### src/rtl/uart_alu_intf.sv
// UART-to-ALU bridge: collects operand A, operand B and opcode bytes, lets the
// ALU settle for one cycle, then returns the result byte followed by a flag byte.
module uart_alu_intf #(
  parameter int NB_DATA = 8,
  parameter int NB_OP   = 6
) (
  input  logic               i_clk,
  input  logic               i_reset,
  input  logic [NB_DATA-1:0] i_rx_data,
  input  logic               i_rx_done,
  input  logic [NB_DATA-1:0] i_alu_result,
  input  logic               i_alu_carry,
  input  logic               i_alu_zero,
  input  logic               i_tx_done,
  output logic [NB_DATA-1:0] o_data_a,
  output logic [NB_DATA-1:0] o_data_b,
  output logic [NB_OP-1:0]   o_op,
  output logic [NB_DATA-1:0] o_tx_data,
  output logic               o_tx_start,
  output logic               o_busy,
  output logic               o_overrun
);

  typedef enum logic [2:0] {
    WAIT_A,
    WAIT_B,
    WAIT_OP,
    EXEC,
    SEND_RES,
    SEND_FLG
  } state_t;

  state_t               state, state_nxt;
  logic [NB_DATA-1:0]   data_a_nxt, data_b_nxt, tx_data_nxt;
  logic [NB_OP-1:0]     op_nxt;
  logic                 tx_start_nxt, overrun_nxt;
  logic [1:0]           flags, flags_nxt;       // {carry, zero} captured at EXEC

  // NOTE: every next-value gets a default first so no path leaves a signal
  // unassigned; otherwise synthesis infers a latch to hold it.
  always_comb begin
    state_nxt    = state;
    data_a_nxt   = o_data_a;
    data_b_nxt   = o_data_b;
    op_nxt       = o_op;
    tx_data_nxt  = o_tx_data;
    flags_nxt    = flags;
    tx_start_nxt = 1'b0;
    overrun_nxt  = o_overrun;

    case (state)
      WAIT_A: if (i_rx_done) begin
        data_a_nxt = i_rx_data;
        state_nxt  = WAIT_B;
      end
      WAIT_B: if (i_rx_done) begin
        data_b_nxt = i_rx_data;
        state_nxt  = WAIT_OP;
      end
      WAIT_OP: if (i_rx_done) begin
        op_nxt    = i_rx_data[NB_OP-1:0];
        state_nxt = EXEC;
      end
      EXEC: begin
        tx_data_nxt  = i_alu_result;
        flags_nxt    = {i_alu_carry, i_alu_zero};
        tx_start_nxt = 1'b1;
        state_nxt    = SEND_RES;
      end
      SEND_RES: if (i_tx_done) begin
        tx_data_nxt  = {{(NB_DATA-2){1'b0}}, flags};
        tx_start_nxt = 1'b1;
        state_nxt    = SEND_FLG;
      end
      SEND_FLG: if (i_tx_done) state_nxt = WAIT_A;
      default: state_nxt = WAIT_A;
    endcase

    // Bytes arriving while a response is pending have nowhere to go.
    if (i_rx_done && (state == EXEC || state == SEND_RES || state == SEND_FLG))
      overrun_nxt = 1'b1;
  end

  // NOTE: state registers use non-blocking assignments so every flop samples
  // the pre-edge values, independent of statement order.
  always_ff @(posedge i_clk) begin
    if (i_reset) begin
      state      <= WAIT_A;
      o_data_a   <= '0;
      o_data_b   <= '0;
      o_op       <= '0;
      o_tx_data  <= '0;
      flags      <= '0;
      o_tx_start <= 1'b0;
      o_overrun  <= 1'b0;
    end else begin
      state      <= state_nxt;
      o_data_a   <= data_a_nxt;
      o_data_b   <= data_b_nxt;
      o_op       <= op_nxt;
      o_tx_data  <= tx_data_nxt;
      flags      <= flags_nxt;
      o_tx_start <= tx_start_nxt;
      o_overrun  <= overrun_nxt;
    end
  end

  assign o_busy = (state == EXEC) || (state == SEND_RES) || (state == SEND_FLG);

endmodule

### config.mk
export PLATFORM = sky130hd
export DESIGN_NAME = uart_alu_intf
export DESIGN_NICKNAME = d
export VERILOG_FILES = /design/src/rtl/uart_alu_intf.sv
export SDC_FILE = /design/constraint.sdc
export NUM_CORES = 1
export LEC_CHECK = 0
export ABC_AREA = 1
export CAP_MARGIN = 5
export CORE_MARGIN = 5
export CORE_UTILIZATION = 43
export CTS_BUF_LIST = sky130_fd_sc_hd__clkbuf_4 sky130_fd_sc_hd__clkbuf_8 sky130_fd_sc_hd__clkbuf_16
export DETAILED_ROUTE_END_ITERATION = 10
export PLACE_DENSITY = 0.78
export SYNTH_ARGS = -nofsm -noshare
export SYNTH_HDL_FRONTEND = slang
export SYNTH_SLANG_ARGS = --single-unit
### constraint.sdc
create_clock -name i_clk -period 1.59 [get_ports i_clk]
set_clock_uncertainty 0.05 [all_clocks]
set_input_delay 0.318 -clock i_clk [delete_from_list [all_inputs] [get_ports i_clk]]
set_output_delay 0.318 -clock i_clk [all_outputs]
set_load 0.02 [all_outputs]
==> metrics <==
IO Pins=55; Clock power frac=33.7%; largest net degree at the start of global routing=15; Global Route Usage Sum=15.9%; Buffers on Ports=54; Data arrival, critical path=1120 ps; cell area after layout=2160 um2; total grt overflow=0; Levels on crit path=3; R2R cell count=6; Critical Path End Type=output port; hold buffers post-CTS=0; Synth Warn #=0; TritonCTS Buffers=5; vias per std cell=4.68; Simple-Gate Fraction of Synth Area=32.5%; combinational power share=17.7%; Post-synth ARST share=0%; adder-cell share of the synthesized area=0%; final hold vios=0; final core utilization=64.6%; top cells by area, synth=dfxtp_1 (50%), nand3_1 (9.8%), nand2_1 (9.1%); Post-Synth XOR/XNOR Area=0%; worst skew pair latency=340 ps; vias in the first global route=1296; Power Dens Cells=955 nW/um2; Cell Area, Placed=2110 um2; number of synthesized flops with an enable pin=0; Synth Cell Area=1480 um2; crit-path max cell delay=430 ps; Startpoint Class=flop; Worst-Margin Slew=344 ps; filler cell count=347; drt pass-1 iters=4; RSZ-0062 raised after global routing=no; DR vias=1424; worst path cell trace=nand3_4 > o21ai_1 > buf_4; Compound-Gate Fraction of Synth Area=11.5%; Routed Antenna Nets=0; Synth top cells by count=dfxtp_1 (37), nand2_1 (36), nand3_1 (29), nor2_1 (29), a21oi_1 (23); # rows=21; sequential share of the synthesized area=50.1%; Crit Path Max Fanout=3; Synth top area share=50.1%; Initial Utilization=44.3%; Setup Fix Bufs, Post-CTS=0; Detailed Place HPWL=2720 um; DRT Wirelength=3530 um; P_int=1.52 mW; GP Congestion=0.822; Initial DRC Count=97; initial antenna violation count=0; synthesized net count=215; Core ar.=3340 um2; shortest period the worst path allows=1490 ps; count leader, synth=dfxtp_1; wire per inst=11.6 um; CTS clock-pin slew for the worst setup and hold paths=110 ps; area leader, netlist=dfxtp_1; slowest cell on the critical path=dfxtp_1; max-slew violations=0; Post-Syn Instances=193; Die Wd=68.6 um; outcome=completed; CP delay by family, top=flip-flops; Die H=68.6 um; Peak VDD IR=0.519 mV; largest family of logic cells by synthesized area=simple AND/OR/NAND/NOR gates; P_sw=535 uW; worst path required time=1220 ps; share of post-route cells with drive strength above 1=12.4%; diode count=0; H-tree depth=2; CTS sink cnt=37; multiplexer share of the synthesized area=0%; CTS tree=built; leak pwr=0.991 nW; Worst slew margin=77.0%; clock root buffer=clkbuf_4; fin crit share=93.8%; Setup Viol. Count Final=0; Netlist cell types=17; Clock Tree Buf Depth=2; Synth Area per Inst=7.66 um2; Max Clk Rate=0.670 GHz; sum of buffers and inverters on the critical path=1; number of remaining DRC errors=0; area of the die=4710 um2; Reg power frac=48.5%; max cap viols=0; Area Growth Syn to Fin=45.9%; kind of critical path=flop to output port; Final nets=279; post-synthesis register bit count=37; Hold/Removal Path Class=flop to flop; global-route wire length before repair=5550 um; switch share=26.0%; Most used DFF post-synth=dfxtp_1; hold depth=2
layout by cell type, fill, tap and decap left out:
cell	netlist	layout
o21ai_1	0	1
dfxtp_1	37	37
nand2_2	3	3
buf_4	0	11
nand3_4	1	1
clkdlybuf4s50_1	0	21
nand3_2	1	1
o21ai_0	11	10
bufinv_16	0	1
clkbuf_4	1	6
inv_2	3	4
nor2_1	29	29
a21oi_1	23	23
nand3_1	29	29
inv_1	9	8
clkbuf_8	0	1
nand2_1	36	36
nor2_4	4	4
dlygate4sd2_1	0	32
flip-flops by register name, indices dropped and copies added (netlist names):
register    count
o_tx_start      1
o_tx_data       8
state           3
o_op            6
o_data_a        8
o_overrun       1
o_data_b        8
flags           2
per-layer routing:
| layer | vias to the layer above | wire (um) | global-route usage (%) |
|---|---|---|---|
| li1 | 759 | - | - |
| met1 | 624 | 1590 | 18.9 |
| met2 | 36 | 1640 | 25.7 |
| met3 | 5 | 269 | 5.67 |
| met4 | 0 | 31 | 6.70 |
| met5 | - | 0 | 0 |
layout make-up:
cell class	count	area, um2	area share (%)
Multi-Input combinational cell	137	651	30.2
Timing Repair Buffer	64	573	26.6
Inverter	12	45.0	2.09
Sequential cell	37	741	34.4
Clock buffer	7	58.8	2.73
Clock inverter	1	30.0	1.39
Tap cell	46	57.6	2.67
per-stage QoR:
step / total power, mW / instances / TNS, ps / hold WS, ps / setup WS, ps
6_report: 2.06 / 304 / 0 / 409 / 98.0
5_1_grt: 2.16 / 304 / 0 / 439 / 24.9
4_1_cts: 2.08 / 304 / 0 / 412 / 43.9
3_5_place_dp: 1.42 / 296 / -47.0 / 398 / -36.5
3_3_place_gp: 1.41 / 296 / -27.5 / 394 / -27.5
2_1_floorplan: 1.23 / 193 / 0 / 337 / 92.5
worst paths after layout:
path	from	endpoint	slack, ps
hold / removal	o_overrun	o_overrun	410
setup reg to reg	state[1]	o_op[2]	240
hold reg to reg	o_overrun	o_overrun	410
setup / recovery	state[1]	o_busy	100
cell families (layout without fill, tap and decap cells):
group,Yosys count,in the layout
buffers and inverters,19,84
and+or+nand+nor,103,103
AOI/OAI and AO/OA,34,34
DFF,37,37
power groups by stage:
stage	sequential (mW)	clock, mW	combinational [mW]
2_1_floorplan	1.08	0	0.155
3_3_place_gp	1.02	0	0.392
3_5_place_dp	1.02	0	0.396
4_1_cts	1.00	0.711	0.367
5_1_grt	1.01	0.752	0.402
6_report	1.00	0.695	0.365
worst min-delay path, cell delays in order, from the launching register on:
cell and delay (ps):
dfxtp_1 320, inv_1 50, a21oi_1 50
repair_timing:
action | in CTS | in global routing
gates resized for setup | 37 | 3
endpoints found under the setup margin | 33 | 1
endpoints found under the hold margin | 0 | 0
Note: power is estimated with default switching activity, not from simulation.
